`src/rtl/bus_axil_pkg.sv`:
```
`default_nettype none
// ============================================================================
// Module   : bus_axil_pkg
// Brief    : Shared types and constants for the bus-to-AXI4-Lite bridge
// Revision : 1.0
// ============================================================================
package bus_axil_pkg;

    typedef enum logic [2:0] {
        IDLE    = 3'd0,
        WR_ADDR = 3'd1,
        WR_RESP = 3'd2,
        RD_ADDR = 3'd3,
        RD_RESP = 3'd4,
        DRAIN   = 3'd5
    } state_e;

    localparam logic [1:0] RespOkay   = 2'b00;
    localparam logic [1:0] RespExOkay = 2'b01;
    localparam logic [1:0] RespSlvErr = 2'b10;
    localparam logic [1:0] RespDecErr = 2'b11;

    // A disabled timeout still needs a one-bit counter to keep the RTL legal.
    function automatic int unsigned tmo_cnt_width(input int unsigned cycles);
        return (cycles == 0) ? 1 : $clog2(cycles + 1);
    endfunction

    function automatic logic resp_is_err(input logic [1:0] resp);
        return (resp == RespSlvErr) || (resp == RespDecErr);
    endfunction

endpackage
`default_nettype wire

```
`src/rtl/bus_axil_bridge.sv`:
```
`default_nettype none
// ============================================================================
// Module   : bus_axil_bridge
// Brief    : Ibex bus device port to AXI4-Lite manager, one transaction in flight
// Revision : 1.0
// ============================================================================
module bus_axil_bridge
    import bus_axil_pkg::*;
#(
    parameter int unsigned AddressWidth  = 32,
    parameter int unsigned DataWidth     = 32,
    parameter int unsigned TimeoutCycles = 1024
) (
    input  logic                      clk_i,
    input  logic                      rst_ni,
    input  logic                      dev_req_i,
    input  logic [AddressWidth-1:0]   dev_addr_i,
    input  logic                      dev_we_i,
    input  logic [DataWidth/8-1:0]    dev_be_i,
    input  logic [DataWidth-1:0]      dev_wdata_i,
    output logic                      dev_rvalid_o,
    output logic [DataWidth-1:0]      dev_rdata_o,
    output logic                      dev_err_o,
    output logic                      m_awvalid_o,
    input  logic                      m_awready_i,
    output logic [AddressWidth-1:0]   m_awaddr_o,
    output logic [2:0]                m_awprot_o,
    output logic                      m_wvalid_o,
    input  logic                      m_wready_i,
    output logic [DataWidth-1:0]      m_wdata_o,
    output logic [DataWidth/8-1:0]    m_wstrb_o,
    input  logic                      m_bvalid_i,
    output logic                      m_bready_o,
    input  logic [1:0]                m_bresp_i,
    output logic                      m_arvalid_o,
    input  logic                      m_arready_i,
    output logic [AddressWidth-1:0]   m_araddr_o,
    output logic [2:0]                m_arprot_o,
    input  logic                      m_rvalid_i,
    output logic                      m_rready_o,
    input  logic [DataWidth-1:0]      m_rdata_i,
    input  logic [1:0]                m_rresp_i
);

    localparam int unsigned StrbWidth = DataWidth / 8;
    localparam int unsigned CntWidth  = tmo_cnt_width(TimeoutCycles);
    localparam logic [CntWidth-1:0] CntLast =
        CntWidth'((TimeoutCycles == 0) ? 0 : TimeoutCycles - 1);

    state_e                  state_q, state_d;
    logic [AddressWidth-1:0] addr_q, addr_d;
    logic                    we_q, we_d;
    logic [StrbWidth-1:0]    be_q, be_d;
    logic [DataWidth-1:0]    wdata_q, wdata_d;
    logic                    awvalid_q, awvalid_d;
    logic                    wvalid_q, wvalid_d;
    logic                    arvalid_q, arvalid_d;
    logic                    rvalid_q, rvalid_d;
    logic [DataWidth-1:0]    rdata_q, rdata_d;
    logic                    err_q, err_d;
    logic [CntWidth-1:0]     cnt_q, cnt_d;
    logic                    pend_valid_q, pend_valid_d;
    logic [AddressWidth-1:0] pend_addr_q, pend_addr_d;
    logic                    pend_we_q, pend_we_d;
    logic [StrbWidth-1:0]    pend_be_q, pend_be_d;
    logic [DataWidth-1:0]    pend_wdata_q, pend_wdata_d;
    logic                    timeout_hit;

    assign timeout_hit = (TimeoutCycles != 0) && (cnt_q == CntLast);

    always_comb begin
        state_d      = state_q;
        addr_d       = addr_q;
        we_d         = we_q;
        be_d         = be_q;
        wdata_d      = wdata_q;
        awvalid_d    = awvalid_q;
        wvalid_d     = wvalid_q;
        arvalid_d    = arvalid_q;
        rvalid_d     = 1'b0;
        rdata_d      = '0;
        err_d        = 1'b0;
        cnt_d        = cnt_q;
        pend_valid_d = pend_valid_q;
        pend_addr_d  = pend_addr_q;
        pend_we_d    = pend_we_q;
        pend_be_d    = pend_be_q;
        pend_wdata_d = pend_wdata_q;

        unique case (state_q)
            IDLE: begin
                // A request parked during drain takes priority over the live port.
                if (pend_valid_q || dev_req_i) begin
                    pend_valid_d = 1'b0;
                    addr_d  = pend_valid_q ? pend_addr_q  : dev_addr_i;
                    we_d    = pend_valid_q ? pend_we_q    : dev_we_i;
                    be_d    = pend_valid_q ? pend_be_q    : dev_be_i;
                    wdata_d = pend_valid_q ? pend_wdata_q : dev_wdata_i;
                    if (we_d) begin
                        state_d   = WR_ADDR;
                        awvalid_d = 1'b1;
                        wvalid_d  = 1'b1;
                    end else begin
                        state_d   = RD_ADDR;
                        arvalid_d = 1'b1;
                    end
                end
            end
            WR_ADDR: begin
                awvalid_d = awvalid_q && !m_awready_i;
                wvalid_d  = wvalid_q && !m_wready_i;
                if (!awvalid_d && !wvalid_d) begin
                    state_d = WR_RESP;
                    cnt_d   = '0;
                end
            end
            RD_ADDR: begin
                if (m_arready_i) begin
                    arvalid_d = 1'b0;
                    state_d   = RD_RESP;
                    cnt_d     = '0;
                end
            end
            WR_RESP: begin
                if (m_bvalid_i) begin
                    rvalid_d = 1'b1;
                    err_d    = resp_is_err(m_bresp_i);
                    state_d  = IDLE;
                end else if (timeout_hit) begin
                    rvalid_d = 1'b1;
                    err_d    = 1'b1;
                    state_d  = DRAIN;
                end else begin
                    cnt_d = cnt_q + 1'b1;
                end
            end
            RD_RESP: begin
                if (m_rvalid_i) begin
                    rvalid_d = 1'b1;
                    rdata_d  = m_rdata_i;
                    err_d    = resp_is_err(m_rresp_i);
                    state_d  = IDLE;
                end else if (timeout_hit) begin
                    rvalid_d = 1'b1;
                    err_d    = 1'b1;
                    state_d  = DRAIN;
                end else begin
                    cnt_d = cnt_q + 1'b1;
                end
            end
            DRAIN: begin
                // Only the abandoned transaction's own channel can still answer.
                if ((we_q && m_bvalid_i) || (!we_q && m_rvalid_i)) begin
                    state_d = IDLE;
                end
            end
            default: state_d = IDLE;
        endcase

        if ((state_q == DRAIN) && dev_req_i && !pend_valid_q) begin
            pend_valid_d = 1'b1;
            pend_addr_d  = dev_addr_i;
            pend_we_d    = dev_we_i;
            pend_be_d    = dev_be_i;
            pend_wdata_d = dev_wdata_i;
        end
    end

    always_ff @(posedge clk_i or negedge rst_ni) begin
        if (!rst_ni) begin
            state_q      <= IDLE;
            addr_q       <= '0;
            we_q         <= 1'b0;
            be_q         <= '0;
            wdata_q      <= '0;
            awvalid_q    <= 1'b0;
            wvalid_q     <= 1'b0;
            arvalid_q    <= 1'b0;
            rvalid_q     <= 1'b0;
            rdata_q      <= '0;
            err_q        <= 1'b0;
            cnt_q        <= '0;
            pend_valid_q <= 1'b0;
            pend_addr_q  <= '0;
            pend_we_q    <= 1'b0;
            pend_be_q    <= '0;
            pend_wdata_q <= '0;
        end else begin
            state_q      <= state_d;
            addr_q       <= addr_d;
            we_q         <= we_d;
            be_q         <= be_d;
            wdata_q      <= wdata_d;
            awvalid_q    <= awvalid_d;
            wvalid_q     <= wvalid_d;
            arvalid_q    <= arvalid_d;
            rvalid_q     <= rvalid_d;
            rdata_q      <= rdata_d;
            err_q        <= err_d;
            cnt_q        <= cnt_d;
            pend_valid_q <= pend_valid_d;
            pend_addr_q  <= pend_addr_d;
            pend_we_q    <= pend_we_d;
            pend_be_q    <= pend_be_d;
            pend_wdata_q <= pend_wdata_d;
        end
    end

    assign dev_rvalid_o = rvalid_q;
    assign dev_rdata_o  = rdata_q;
    assign dev_err_o    = err_q;
    assign m_awvalid_o  = awvalid_q;
    assign m_awaddr_o   = addr_q;
    assign m_awprot_o   = 3'b000;
    assign m_wvalid_o   = wvalid_q;
    assign m_wdata_o    = wdata_q;
    assign m_wstrb_o    = be_q;
    assign m_bready_o   = (state_q == WR_RESP) || (state_q == DRAIN);
    assign m_arvalid_o  = arvalid_q;
    assign m_araddr_o   = addr_q;
    assign m_arprot_o   = 3'b000;
    assign m_rready_o   = (state_q == RD_RESP) || (state_q == DRAIN);

`ifndef SYNTHESIS
    a_req_when_busy: assert property (@(posedge clk_i) disable iff (!rst_ni)
        dev_req_i |-> ((state_q == IDLE) || (state_q == DRAIN)));
    a_pend_overflow: assert property (@(posedge clk_i) disable iff (!rst_ni)
        (dev_req_i && (state_q == DRAIN)) |-> !pend_valid_q);
`endif

endmodule
`default_nettype wire
```
`config.mk`:
```
export PLATFORM = sky130hd
export DESIGN_NAME = bus_axil_bridge
export DESIGN_NICKNAME = d
export VERILOG_FILES = /design/src/rtl/bus_axil_pkg.sv /design/src/rtl/bus_axil_bridge.sv
export SDC_FILE = /design/constraint.sdc
export NUM_CORES = 1
export LEC_CHECK = 0
export ABC_AREA = 1
export BUFFER_PORTS_ARGS = -buffer_cell sky130_fd_sc_hd__buf_2
export CAP_MARGIN = 10
export CORE_ASPECT_RATIO = 2
export CORE_MARGIN = 8
export CORE_UTILIZATION = 47
export DETAILED_ROUTE_END_ITERATION = 8
export GPL_TIMING_DRIVEN = 0
export PLACE_DENSITY = 0.77
export SLEW_MARGIN = 20
export SYNTH_ARGS = -nofsm -noshare
export SYNTH_HDL_FRONTEND = slang
export SYNTH_SLANG_ARGS = --single-unit
```
`constraint.sdc`:
```
create_clock -name clk_i -period 1.7 [get_ports clk_i]
set_clock_uncertainty 0.2 [all_clocks]
set_input_delay 0.34 -clock clk_i [delete_from_list [all_inputs] [get_ports clk_i]]
set_output_delay 0.34 -clock clk_i [all_outputs]
set_load 0.02 [all_outputs]
```
==> results.txt <==
First-pass DRT Iterations = 5
Most frequent cell after synthesis = nand2_1
Worst-case reg-to-reg path depth = 11
Largest family of logic cells by synthesized area = simple AND/OR/NAND/NOR gates
Most area-consuming cells after synthesis = dfrtp_1 (54%), nand2_1 (13%), o21a_1 (5.8%)
Avg WL per Cell = 16.8 µm
Cell Pwr Density = 1690 nW/µm²
Fin crit share = 1.19
Unrepaired setup endpoints after global routing = true
M2 GR Usage = 0.391
Proportion of synthesized area in mux cells = 0.00128
Outcome = finished with violations
Max-slew headroom = 0.557
Row Count = 71
Worst-path fanout max = 10
Cell Area, Synth = 8790 µm²
Leak = 6.65 nW
Worst hold path class = in -> async
Min Tclk post-route = 2020 ps
Number of synthesized register bits = 190
Failing checks = negative hold slack, negative setup slack
Total vias in the final route = 8424
Initial core utilization = 0.473
Worst-Margin Slew = 664 ps
TritonCTS clock tree = yes
Maximum clock path buffer count = 2
DRT iter0 DRCs = 442
Area after DPL = 10400 µm²
Yosys top cell by area = dfrtp_1
GRT Max-Usage Layer = met2
Synth top cells by count = nand2_1 (309), dfrtp_1 (190), inv_1 (91)
Final ANT Viol Nets = 0
Clock slew at reported path FFs = 70 ps
Fin util = 0.695
Crit Path Class = reg -> out
Nets@finish = 1536
Worst endpoint required time = 1160 ps
Input/output buffers = 248
Area grow syn2layout = 47.0%
Routed Wire Length = 27800 µm
Chip Height = 209 µm
First-pass GRT wire length = 43000 µm
Die width = 113 µm
Clock Sinks = 190
DR DRC count = 0
Num CTS Buffers = 17
Highest clock rate = 495 MHz
Primary FF master, synth = dfrtp_1
Fin area = 12900 µm²
R2R Path Start = state_q[2]
Post-synth ARST share = 1.00
Synth Instances = 1008
Core area = 18600 µm²
Reg2reg setup slack = -290 ps
Synth Area in Simple Gates = 0.190
Hold_ws = -255 ps
Synth warnings = 0
Post-DP HPWL = 16900 µm
Post-synth EDFFs = 0
Post-synth top area share = 0.541
I/O pin total = 258
GRT Util Overall = 0.225
Worst VDD drop = 0.000934 V
CP Data Arrival Time = 1480 ps
Slew Limit Fails = 0
Finish-stage setup viols = 158
Clock root cell = clkbuf_16
Final count of hold timing violations = 89
Met1 Track Usage GR = 0.252
Gr ovfl total = 0
Initial antenna violation count = 1
Netlist cell types = 32
Antenna diode count = 0
Largest net degree at the start of global routing = 102
Post-layout worst setup margin = -319 ps
Synth Area in XOR/XNOR = 0.00299
Max Cap Violations = 0
Synth Area in Adders = 0.00142
Worst skew pair latency = 410 ps
Register area share after synthesis = 0.541
H-tree depth = 4
Vias in the first global route = 8695
CP endpoint kind = output pin
Met3 GRT Util = 0.0691
GPL Wtd Cong = 0.825
Worst R2R End = m_araddr_o[12]
Post-synthesis compound-gate area fraction = 0.154
Hold_buf cts = 100
Syn Area/Cell = 8.72 µm²
DIE AREA = 23600 µm²
Vias/cell = 5.10
Layout cells sized above 1 = 0.361
Startpoint Class = flop
[flip-flops by register name (all words and copies together) (netlist names), 3 cells and up]
register      cells
pend_be_q         4
m_wdata_o        32
m_araddr_o       32
dev_rdata_o      32
pend_addr_q      32
pend_wdata_q     32
cnt_q            11
state_q           3
m_wstrb_o         4
[through the flow]
| stage | TNS, ps | worst slack, ps | cells | hold slack (ps) | power [W] |
|---|---|---|---|---|---|
| after floorplan | 0 | 10.7 | 1013 | -156 | 0.0129 |
| after global placement | -577270 | -3210 | 1480 | 258 | 0.0153 |
| after detailed placement | -36330 | -316 | 1481 | 207 | 0.0156 |
| after CTS | -24380 | -297 | 1642 | -239 | 0.0209 |
| after global routing | -36910 | -361 | 1653 | -208 | 0.0231 |
| final | -27380 | -319 | 1653 | -255 | 0.0219 |
[worst max-delay path, stage by stage (launching register included)]
cell and delay, ps:
dfrtp_2 440, nor2_4 170, nand2_4 100, buf_8 150, nand2_2 90, buf_6 120
[placed cells by master (no fill, tap or decap), drive strengths merged]
cell type    netlist  final
clkinvlp           0      3
conb               1      6
bufinv             0      2
buf               69    356
xnor2              1      1
a21oi              7      7
dlygate4sd3        0    100
nand2            320    321
o21bai             3      3
mux2               1      1
xor2               2      2
nand4              2      2
ha                 1      1
o21a              68     68
inv               97     96
nand3             17     17
nor2              60     60
nor3               3      3
dfrtp            190    190
clkbuf            20     42
nand3b             1      1
bufbuf             0      2
o21ai            144    144
clkinv             0      5
a31oi              1      1
[layer usage]
| layer | vias to the layer above | routed length (µm) |
|---|---|---|
| li1 | 3968 | - |
| met1 | 4019 | 10700 |
| met2 | 366 | 13800 |
| met3 | 71 | 2480 |
| met4 | 0 | 910 |
| met5 | - | 0 |
[cell type report]
cell class,count,area (µm²)
clock inverter,9,111
multi-input combinational,638,3400
fill,1289,5660
clock buffer,22,474
buffer,87,729
sequential,190,4760
tap,219,274
inverter,97,380
timing repair buffer,391,2780
[how the worst max path moves through the flow]
| stage | from | endpoint | slack, ps |
|---|---|---|---|
| after floorplan | cnt_q[0] | cnt_q[5] | 10 |
| after global placement | rst_ni | state_q[1] | -3210 |
| after detailed placement | state_q[2] | pend_addr_q[2] | -320 |
| after CTS | state_q[2] | m_rready_o | -300 |
| after global routing | state_q[0] | m_rready_o | -360 |
| final | state_q[0] | m_rready_o | -320 |
[power breakdown]
group	internal, W	leakage, nW	switching [W]
Sequential	0.00618	2.36	0.00106
Combinational	0.00467	4.02	0.00598
Clock	0.00228	0.282	0.00170
Total	0.0131	6.65	0.00874
[what timing repair did]
action / CTS / global route
gates cloned: 6 / 2
buffers inserted: 25 / 12
pin swaps: 7 / 19
resized for setup: 85 / 96
hold endpoints to repair: 188 / 89
setup endpoints to repair: 156 / 161
[logic make-up (layout without fill, tap and decap cells)]
| kind of cell | after synthesis | count (layout) |
|---|---|---|
| xor gates and xnor gates | 3 | 3 |
| DFF | 190 | 190 |
| and+or+nand+nor | 403 | 404 |
| muxes | 1 | 1 |
| buffers and inverters | 186 | 606 |
| adders and majority gates | 1 | 1 |
| other | 1 | 6 |
| AOI/OAI and AO/OA | 223 | 223 |
Note: power is estimated with default switching activity, not from simulation.
